**src/rtl/oai222_char_driver.sv**
```systemverilog
// Stimulus driver and response checker for an OAI222 cell under test: sweeps all
// 64 input vectors, samples QN after a settle window, counts mismatches and QN toggles.
module oai222_char_driver #(
    parameter int unsigned SETTLE_CYC = 2
) (
    input  logic       clk,
    input  logic       rstb,
    input  logic       start,
    input  logic       abort,
    input  logic       gray,
    input  logic       qn_obs,
    output logic       in1,
    output logic       in2,
    output logic       in3,
    output logic       in4,
    output logic       in5,
    output logic       in6,
    output logic       busy,
    output logic       done,
    output logic       pass,
    output logic [6:0] err_cnt,
    output logic [5:0] first_err_vec,
    output logic       first_err_vld,
    output logic [5:0] qn_toggles
);

    localparam int unsigned VEC_W = 6;
    localparam int unsigned ERR_W = 7;
    localparam int unsigned TOG_W = 6;
    localparam int unsigned CNT_W = 4;
    localparam logic [VEC_W-1:0] LAST_IDX = VEC_W'(63);
    localparam logic [CNT_W-1:0] SETTLE_LD = CNT_W'(SETTLE_CYC);

    typedef enum logic [1:0] {
        IDLE = 2'd0,
        HOLD = 2'd1,
        DONE = 2'd2
    } state_t;

    state_t             state_q, state_d;
    logic [VEC_W-1:0]   idx_q, idx_d;
    logic [CNT_W-1:0]   cnt_q, cnt_d;
    logic               gray_q, gray_d;
    logic [VEC_W-1:0]   vec_q, vec_d;
    logic               busy_q, busy_d;
    logic               done_q, done_d;
    logic               pass_q, pass_d;
    logic [ERR_W-1:0]   err_q, err_d;
    logic [VEC_W-1:0]   fev_q, fev_d;
    logic               fvld_q, fvld_d;
    logic [TOG_W-1:0]   tog_q, tog_d;
    logic               prev_q, prev_d;

    logic               exp_qn_c;
    logic               mismatch_c;
    logic               toggle_c;
    logic [VEC_W-1:0]   idx_inc_c;
    logic [ERR_W-1:0]   err_next_c;

    function automatic logic oai222(input logic [VEC_W-1:0] v);
        return !((v[0] | v[1]) & (v[2] | v[3]) & (v[4] | v[5]));
    endfunction

    function automatic logic [VEC_W-1:0] vec_of(input logic [VEC_W-1:0] i, input logic g);
        return g ? (i ^ (i >> 1)) : i;
    endfunction

    // Case-inequality so an undriven or unknown QN counts against the cell.
    assign exp_qn_c   = oai222(vec_q);
    assign mismatch_c = (qn_obs !== exp_qn_c);
    assign toggle_c   = (idx_q != '0) && (qn_obs != prev_q);
    assign idx_inc_c  = idx_q + VEC_W'(1);
    assign err_next_c = mismatch_c ? (err_q + ERR_W'(1)) : err_q;

    always_ff @(posedge clk or negedge rstb) begin
        if (!rstb) begin
            state_q <= IDLE;
            idx_q   <= '0;
            cnt_q   <= '0;
            gray_q  <= 1'b0;
            vec_q   <= '0;
            busy_q  <= 1'b0;
            done_q  <= 1'b0;
            pass_q  <= 1'b0;
            err_q   <= '0;
            fev_q   <= '0;
            fvld_q  <= 1'b0;
            tog_q   <= '0;
            prev_q  <= 1'b0;
        end else begin
            state_q <= state_d;
            idx_q   <= idx_d;
            cnt_q   <= cnt_d;
            gray_q  <= gray_d;
            vec_q   <= vec_d;
            busy_q  <= busy_d;
            done_q  <= done_d;
            pass_q  <= pass_d;
            err_q   <= err_d;
            fev_q   <= fev_d;
            fvld_q  <= fvld_d;
            tog_q   <= tog_d;
            prev_q  <= prev_d;
        end
    end

    always_comb begin
        state_d = state_q;
        idx_d   = idx_q;
        cnt_d   = cnt_q;
        gray_d  = gray_q;
        vec_d   = vec_q;
        busy_d  = busy_q;
        done_d  = done_q;
        pass_d  = pass_q;
        err_d   = err_q;
        fev_d   = fev_q;
        fvld_d  = fvld_q;
        tog_d   = tog_q;
        prev_d  = prev_q;

        if (abort) begin
            state_d = IDLE;
            vec_d   = '0;
            busy_d  = 1'b0;
            done_d  = 1'b0;
            pass_d  = 1'b0;
            err_d   = '0;
            fev_d   = '0;
            fvld_d  = 1'b0;
            tog_d   = '0;
        end else begin
            unique case (state_q)
                IDLE, DONE: begin
                    if (start) begin
                        state_d = HOLD;
                        idx_d   = '0;
                        cnt_d   = SETTLE_LD;
                        gray_d  = gray;
                        vec_d   = vec_of('0, gray);
                        busy_d  = 1'b1;
                        done_d  = 1'b0;
                        pass_d  = 1'b0;
                        err_d   = '0;
                        fev_d   = '0;
                        fvld_d  = 1'b0;
                        tog_d   = '0;
                    end
                end
                HOLD: begin
                    if (cnt_q != '0) begin
                        cnt_d = cnt_q - CNT_W'(1);
                    end else begin
                        err_d  = err_next_c;
                        prev_d = qn_obs;
                        if (mismatch_c && !fvld_q) begin
                            fev_d  = vec_q;
                            fvld_d = 1'b1;
                        end
                        if (toggle_c) begin
                            tog_d = tog_q + TOG_W'(1);
                        end
                        if (idx_q != LAST_IDX) begin
                            idx_d = idx_inc_c;
                            vec_d = vec_of(idx_inc_c, gray_q);
                            cnt_d = SETTLE_LD;
                        end else begin
                            state_d = DONE;
                            vec_d   = '0;
                            busy_d  = 1'b0;
                            done_d  = 1'b1;
                            pass_d  = (err_next_c == '0);
                        end
                    end
                end
                default: begin
                    state_d = IDLE;
                    vec_d   = '0;
                    busy_d  = 1'b0;
                    done_d  = 1'b0;
                end
            endcase
        end
    end

    assign in1           = vec_q[0];
    assign in2           = vec_q[1];
    assign in3           = vec_q[2];
    assign in4           = vec_q[3];
    assign in5           = vec_q[4];
    assign in6           = vec_q[5];
    assign busy          = busy_q;
    assign done          = done_q;
    assign pass          = pass_q;
    assign err_cnt       = err_q;
    assign first_err_vec = fev_q;
    assign first_err_vld = fvld_q;
    assign qn_toggles    = tog_q;

endmodule

```
**config.mk**
```make
export PLATFORM = sky130hd
export DESIGN_NAME = oai222_char_driver
export DESIGN_NICKNAME = d
export VERILOG_FILES = /design/src/rtl/oai222_char_driver.sv
export SDC_FILE = /design/constraint.sdc
export NUM_CORES = 1
export LEC_CHECK = 0
export ABC_CLOCK_PERIOD_IN_PS = 2400
export BUFFER_PORTS_ARGS = -buffer_cell sky130_fd_sc_hd__buf_2
export CORE_ASPECT_RATIO = 0.6
export CORE_MARGIN = 2
export CORE_UTILIZATION = 30
export DETAILED_ROUTE_END_ITERATION = 8
export PLACE_DENSITY = 0.55
export SLEW_MARGIN = 40
export SYNTH_ARGS = -nofsm -noshare
export SYNTH_HDL_FRONTEND = slang
export SYNTH_SLANG_ARGS = --single-unit
```
**constraint.sdc**
```tcl
create_clock -name clk -period 2.4 [get_ports clk]
set_clock_uncertainty 0.05 [all_clocks]
set_input_delay 0.24 -clock clk [delete_from_list [all_inputs] [get_ports clk]]
set_output_delay 0.24 -clock clk [all_outputs]
set_load 0.05 [all_outputs]
```
After elaboration in Yosys (flattened, before gate mapping):

Index checks and enable logic that the tools add are counted.

* output and inout port bits: 29
* bits in registers: 43
* input port bits: 6
* word-level logic and storage cells: 109

* bitwise gates (word level): 8
* reductions and logical operators: 21
* $add $sub $neg: 4
* muxes and demuxes: 49
* equality and inequality tests: 14

Operators with widths (number)
* 2-to-1 mux 6 bit: 13
* one-hot mux 6 bit (2 select lines): 4
* 2-to-1 mux 7 bit: 4
* != test 3 bit, second input constant: 6
* AND reduction 4 bit: 4
* 2-to-1 mux 1 bit: 14
* one-hot mux 7 bit (2 select lines): 1
* adder 6 x 1 -> 6 bit, second input constant: 2
* 2-to-1 mux 4 bit: 3
* AND reduction 3 bit: 4
* 2-to-1 mux 2 bit: 4
* one-hot mux 1 bit (2 select lines): 4
* one-hot mux 4 bit (2 select lines): 1
* adder 7 x 1 -> 7 bit, second input constant: 1
* zero test 7 bit: 1
* != test 2 bit, second input constant: 3
* != test 6 bit, second input constant: 1
* nonzero test 6 bit: 1
* bitwise XOR 6 x 5 -> 6 bit: 1
* AND reduction 5 bit: 1
* one-hot mux 2 bit (2 select lines): 1
* nonzero test 4 bit: 1
* subtractor 4 x 1 -> 4 bit, second input constant: 1
* OR 1 bit: 3
* other kinds (13): 17

Depth between registers and ports, before layout:

* word-level depth: 11
* gate-level depth with buffers: 8
* mapped depth without buffers: 7

Least setup slack after synthesis:

No wires, ideal clock.

* path type: reg-to-reg
* from: reg vec_q[0]
* to: reg err_q[5] (netlist: err_cnt[5])
* stages on the path, launching flop included: 7
* library setup time: 0.121 ns
* buffers on the path: 1
* period minus slack after synthesis: 1.974 ns
* arrival time: 1.802 ns
* data required time: 2.229 ns
* slack: 0.426 ns
* cell sequence: dfrtp_1 > o22a_2 > a21boi_2 > or2_1 > buf_4 > o31a_1 > o22a_1

* cells in the longest elaborated chain, start to end: 9

RTL lines
* start: declaration: line 44 `logic [VEC_W-1:0] vec_q, vec_d;`
* start signal: assignment: line 95 `vec_q <= vec_d;`
* OR 1 bit: line 61 `return !((v[0] | v[1]) & (v[2] | v[3]) & (v[4] | v[5]));`
* bitwise AND 1 bit (2 in series): line 61
* zero test 1 bit: line 61
* case inequality test 1 bit: line 70 `assign mismatch_c = (qn_obs !== exp_qn_c);`
* 2-to-1 mux 7 bit: line 73 `assign err_next_c = mismatch_c ? (err_q + ERR_W'(1)) : err_q;`
* 2-to-1 mux 7 bit: line 151 `if (cnt_q != '0) begin`
* one-hot mux 7 bit (2 select lines): line 133 `unique case (state_q)`
* 2-to-1 mux 7 bit: line 122 `if (abort) begin`
* end signal: assignment: line 99 `err_q <= err_d;`
* end: declaration: line 48 `logic [ERR_W-1:0] err_q, err_d;`

No other way between the ends. The select of a mux whose other input is x is not followed.
A chain may end at the register's enable or synchronous reset.

Worst setup path in the final report:

* from: reg idx_q[0]
* to: reg tog_q[0] (netlist: qn_toggles[0])

* cells in the longest elaborated chain, start to end: 4

RTL lines
* start: declaration: line 41 `logic [VEC_W-1:0] idx_q, idx_d;`
* start signal: assignment: line 92 `idx_q <= idx_d;`
* nonzero test 6 bit: line 71 `assign toggle_c = (idx_q != '0) && (qn_obs != prev_q);`
* logical AND 1 bit: line 71
* != test 3 bit (no line)
* AND reduction 4 bit (no line)
* end signal: assignment: line 102 `tog_q <= tog_d;`
* end: declaration: line 51 `logic [TOG_W-1:0] tog_q, tog_d;`

No other way between the ends.

==> impl_metrics.json <==
{
  "max_stage_delay_ns": 0.46,
  "grt.overflow.total": 0,
  "fill_cells": 794,
  "viasPerCell": 5.01,
  "crit_start": "idx_q[0]$_DFFE_PN0P_",
  "regArea_um2": 1050,
  "path_class": "reg -> reg",
  "postRouteAntennaNets": 0,
  "die_h_um": 73.0,
  "ys_warn_count": 0,
  "cp_slowest_cell": "or4b_4",
  "wirelength_um": 5740,
  "postCtsSetupBuffers": 0,
  "timing.fmax_ghz": 0.490,
  "wire_per_inst_um": 14.6,
  "syn_area_um2": 2380,
  "synth_edf_count": 0,
  "worstPathMaxFanout": 6,
  "path_cells": "inv_1 -> ha_1 -> or4b_4 -> o21ai_2 -> a22o_4 -> and2_4 -> mux2_4",
  "syn_to_final_growth_pct": 18.8,
  "setup-violations-final": 0,
  "min_path_cells": 2,
  "r2r_start": "idx_q[0]$_DFFE_PN0P_",
  "worst-r2r-cell-count": 7,
  "hold_end": "gray_q$_DFFE_PN0P_",
  "min_period_ns": 2.04,
  "die_area_um2": 8680,
  "worstPathArrival_ns": 2.16,
  "drv_slew": 0,
  "synth.distinct_cells": 64,
  "cts_buffers": 5,
  "die_w_um": 119,
  "grt_usage": 0.144,
  "ys.flop_type": "dfrtp_1",
  "initial_utilization": 0.305,
  "synth_nets": 255,
  "gp_congestion": 0.798,
  "antenna_cells": 0,
  "cts_max_level": 2,
  "hpwlAfterDp_um": 4370,
  "powerDensity_nw_per_um2": 610,
  "grt_pass1_vias": 1738,
  "endpoint_kind": "flip-flop",
  "initialDrtViolationCount": 172,
  "yosysTopAreaCell": "dfrtp_1",
  "remaining_drc_errors": 0,
  "insertion_delay_ns": 0.29,
  "io_pins": 35,
  "rows": 25,
  "path_buf_inv": 1,
  "utilization": 0.363,
  "cts-resized-gates": 0,
  "io_buffers": 34,
  "cp.required_ns": 2.52,
  "worstHoldStart": "gray",
  "grt_setup_unrepaired": "false",
  "yosysTopAreaCellShare": 0.442,
  "hold_violations": 0,
  "vias": 1964,
  "syn_area_per_cell_um2": 9.78,
  "multi_input_area_um2": 1270,
  "r2r_slack_ns": 0.36,
  "path_clk_slew_ns": 0.06,
  "period_share": 0.851,
  "ctsLongestPathBuffers": 2,
  "status": "completed",
  "antenna_found_initial": 0,
  "maxCapViolCount": 0,
  "ys_ff_latch": 42,
  "startpoint_type": "flip-flop",
  "tns_ns": 0,
  "layout-drive-gt1-share": 0.236,
  "cts-root-buf": "clkbuf_16",
  "max_slew.worst_pin.slew_ns": 0.641,
  "placed_cells": 383,
  "first_pass_iters": 5,
  "grt_max_degree": 29,
  "p_leak_nw": 1.34,
  "cts_tree": "yes",
  "final_cells": 392,
  "rr_endpoint": "qn_toggles[0]$_DFFE_PN0P_",
  "seq_area_frac_synth": 0.442,
  "relSlewSlack": 0.571,
  "nets": 295,
  "syn_inst": 243,
  "critPathTopFamily": "simple AND/OR/NAND/NOR gates",
  "peakVddDrop_mv": 0.264,
  "min_path_type": "in -> reg",
  "async_reset_ff_frac": 1.00,
  "clock_sinks": 42,
  "grt_pass1_wl_um": 9640,
  "core_area_um2": 7790,
  "yosys-top-cells-area": "dfrtp_1 (44%), nand2_1 (5.1%), o21ai_0 (4.0%), ha_1 (3.2%), a22o_1 (2.9%)"
}
[Yosys cell counts (2+ instances only)]
library cell,number
dfrtp_1,42
nand2_1,32
o21ai_0,19
nor2_1,14
nand3_1,10
nand2b_1,9
a22o_1,8
nor3_1,7
ha_1,6
xor2_1,6
a21oi_1,5
inv_1,5
nor4_1,5
and2_1,4
mux2i_1,4
o22a_1,4
xnor2_1,4
o21a_1,3
o21ai_1,3
o31ai_1,3
a21o_1,2
a31oi_1,2
a32o_1,2
o211ai_1,2
or2_2,2
or3_1,2
[registers in the layout, summed over array words and instances, names as in the netlist]
| name | count |
|---|---|
| err_cnt | 7 |
| first_err_vec | 6 |
| idx_q | 6 |
| qn_toggles | 6 |
| vec_q | 6 |
| cnt_q | 4 |
| busy | 1 |
| done | 1 |
| first_err_vld | 1 |
| gray_q | 1 |
| pass | 1 |
| prev_q | 1 |
| state_q | 1 |
[worst reg2reg max path, cell delays in order (launching register included)]
cell,delay (ns)
dfrtp_1,0.42
inv_1,0.10
ha_1,0.15
or4b_4,0.46
o21ai_2,0.14
a22o_4,0.16
and2_4,0.16
mux2_4,0.29
[area by class of cell]
class / count / share of cell area
sequential: 42 / 0.372
multi-input combinational: 190 / 0.449
timing repair buffer: 38 / 0.0718
inverter: 6 / 0.00798
clock buffer: 5 / 0.0443
clock inverter: 3 / 0.00665
tap: 108 / 0.0479
[cell usage in the layout (no fill, tap or decap), types with 2 or more instances in the layout]
cell type	instances
o21ai_0	19
nor2_1	14
buf_2	34
or3_1	2
nand2_1	32
o21a_1	3
nor4_1	5
ha_1	6
nand2b_1	9
inv_1	5
a21o_1	2
xnor2_1	4
or2_2	2
nor3_1	7
a22o_1	8
o22a_1	4
a32o_1	2
o21ai_1	3
dfrtp_1	42
mux2i_1	4
o31ai_1	3
clkinv_2	2
clkbuf_16	5
nand3_1	10
xor2_1	6
a21oi_1	5
a31oi_1	2
buf_4	3
and2_1	4
o211ai_1	2
[how the worst max path moves through the flow]
stage | endpoint | slack, ns | cells after the start
CTS | qn_toggles[0]$_DFFE_PN0P_ | 0.34 | 7
global placement | qn_toggles[0]$_DFFE_PN0P_ | 0.41 | 7
global route | idx_q[2]$_DFFE_PN0P_ | 0.24 | 7
detailed placement | qn_toggles[0]$_DFFE_PN0P_ | 0.36 | 7
floorplan | err_cnt[5]$_DFFE_PN0P_ | 0.43 | 6
finish | qn_toggles[0]$_DFFE_PN0P_ | 0.36 | 7
[what timing repair did]
action / in CTS / in global routing
endpoints found under the setup margin: 0 / 0
hold buffers: 1 / 0
endpoints found under the hold margin: 14 / 0
[power breakdown]
group / total (mW) / internal [mW] / switching, mW
clock network: 0.672 / 0.385 / 0.287
logic: 0.261 / 0.0990 / 0.162
registers: 0.790 / 0.746 / 0.0438
[per-stage QoR]
stage / hold slack (ns) / cell area (µm²) / total power [mW] / setup slack (ns)
4_1_cts: 0.128 / 2820 / 1.75 / 0.342
3_5_place_dp: 0.120 / 2670 / 1.06 / 0.362
5_1_grt: 0.133 / 2820 / 1.82 / 0.242
3_3_place_gp: 0.119 / 2670 / 1.06 / 0.408
2_1_floorplan: -0.106 / 2380 / 0.985 / 0.426
6_report: 0.132 / 2820 / 1.72 / 0.357
[kinds of logic after synthesis]
kind of cell             count (synthesis)  share of synthesized area
flip-flops                              42                      0.442
XOR/XNOR                                10                     0.0368
AO/OA/AOI/OAI                           68                      0.209
AND/OR/NAND/NOR                        100                      0.228
multiplexers                             6                     0.0279
buffers and inverters                   11                     0.0242
adder cells (fa/ha/maj)                  6                     0.0316
[metal layers]
layer,vias to the layer above,share of wire,track usage,routed length [µm]
li1,976,-,-,-
met1,910,0.56,0.236,3220
met2,66,0.36,0.174,2080
met3,12,0.059,0.0352,338
met4,0,0.018,0.0529,102
met5,-,0,0,0
No activity file was read; power rests on OpenSTA's default activity.
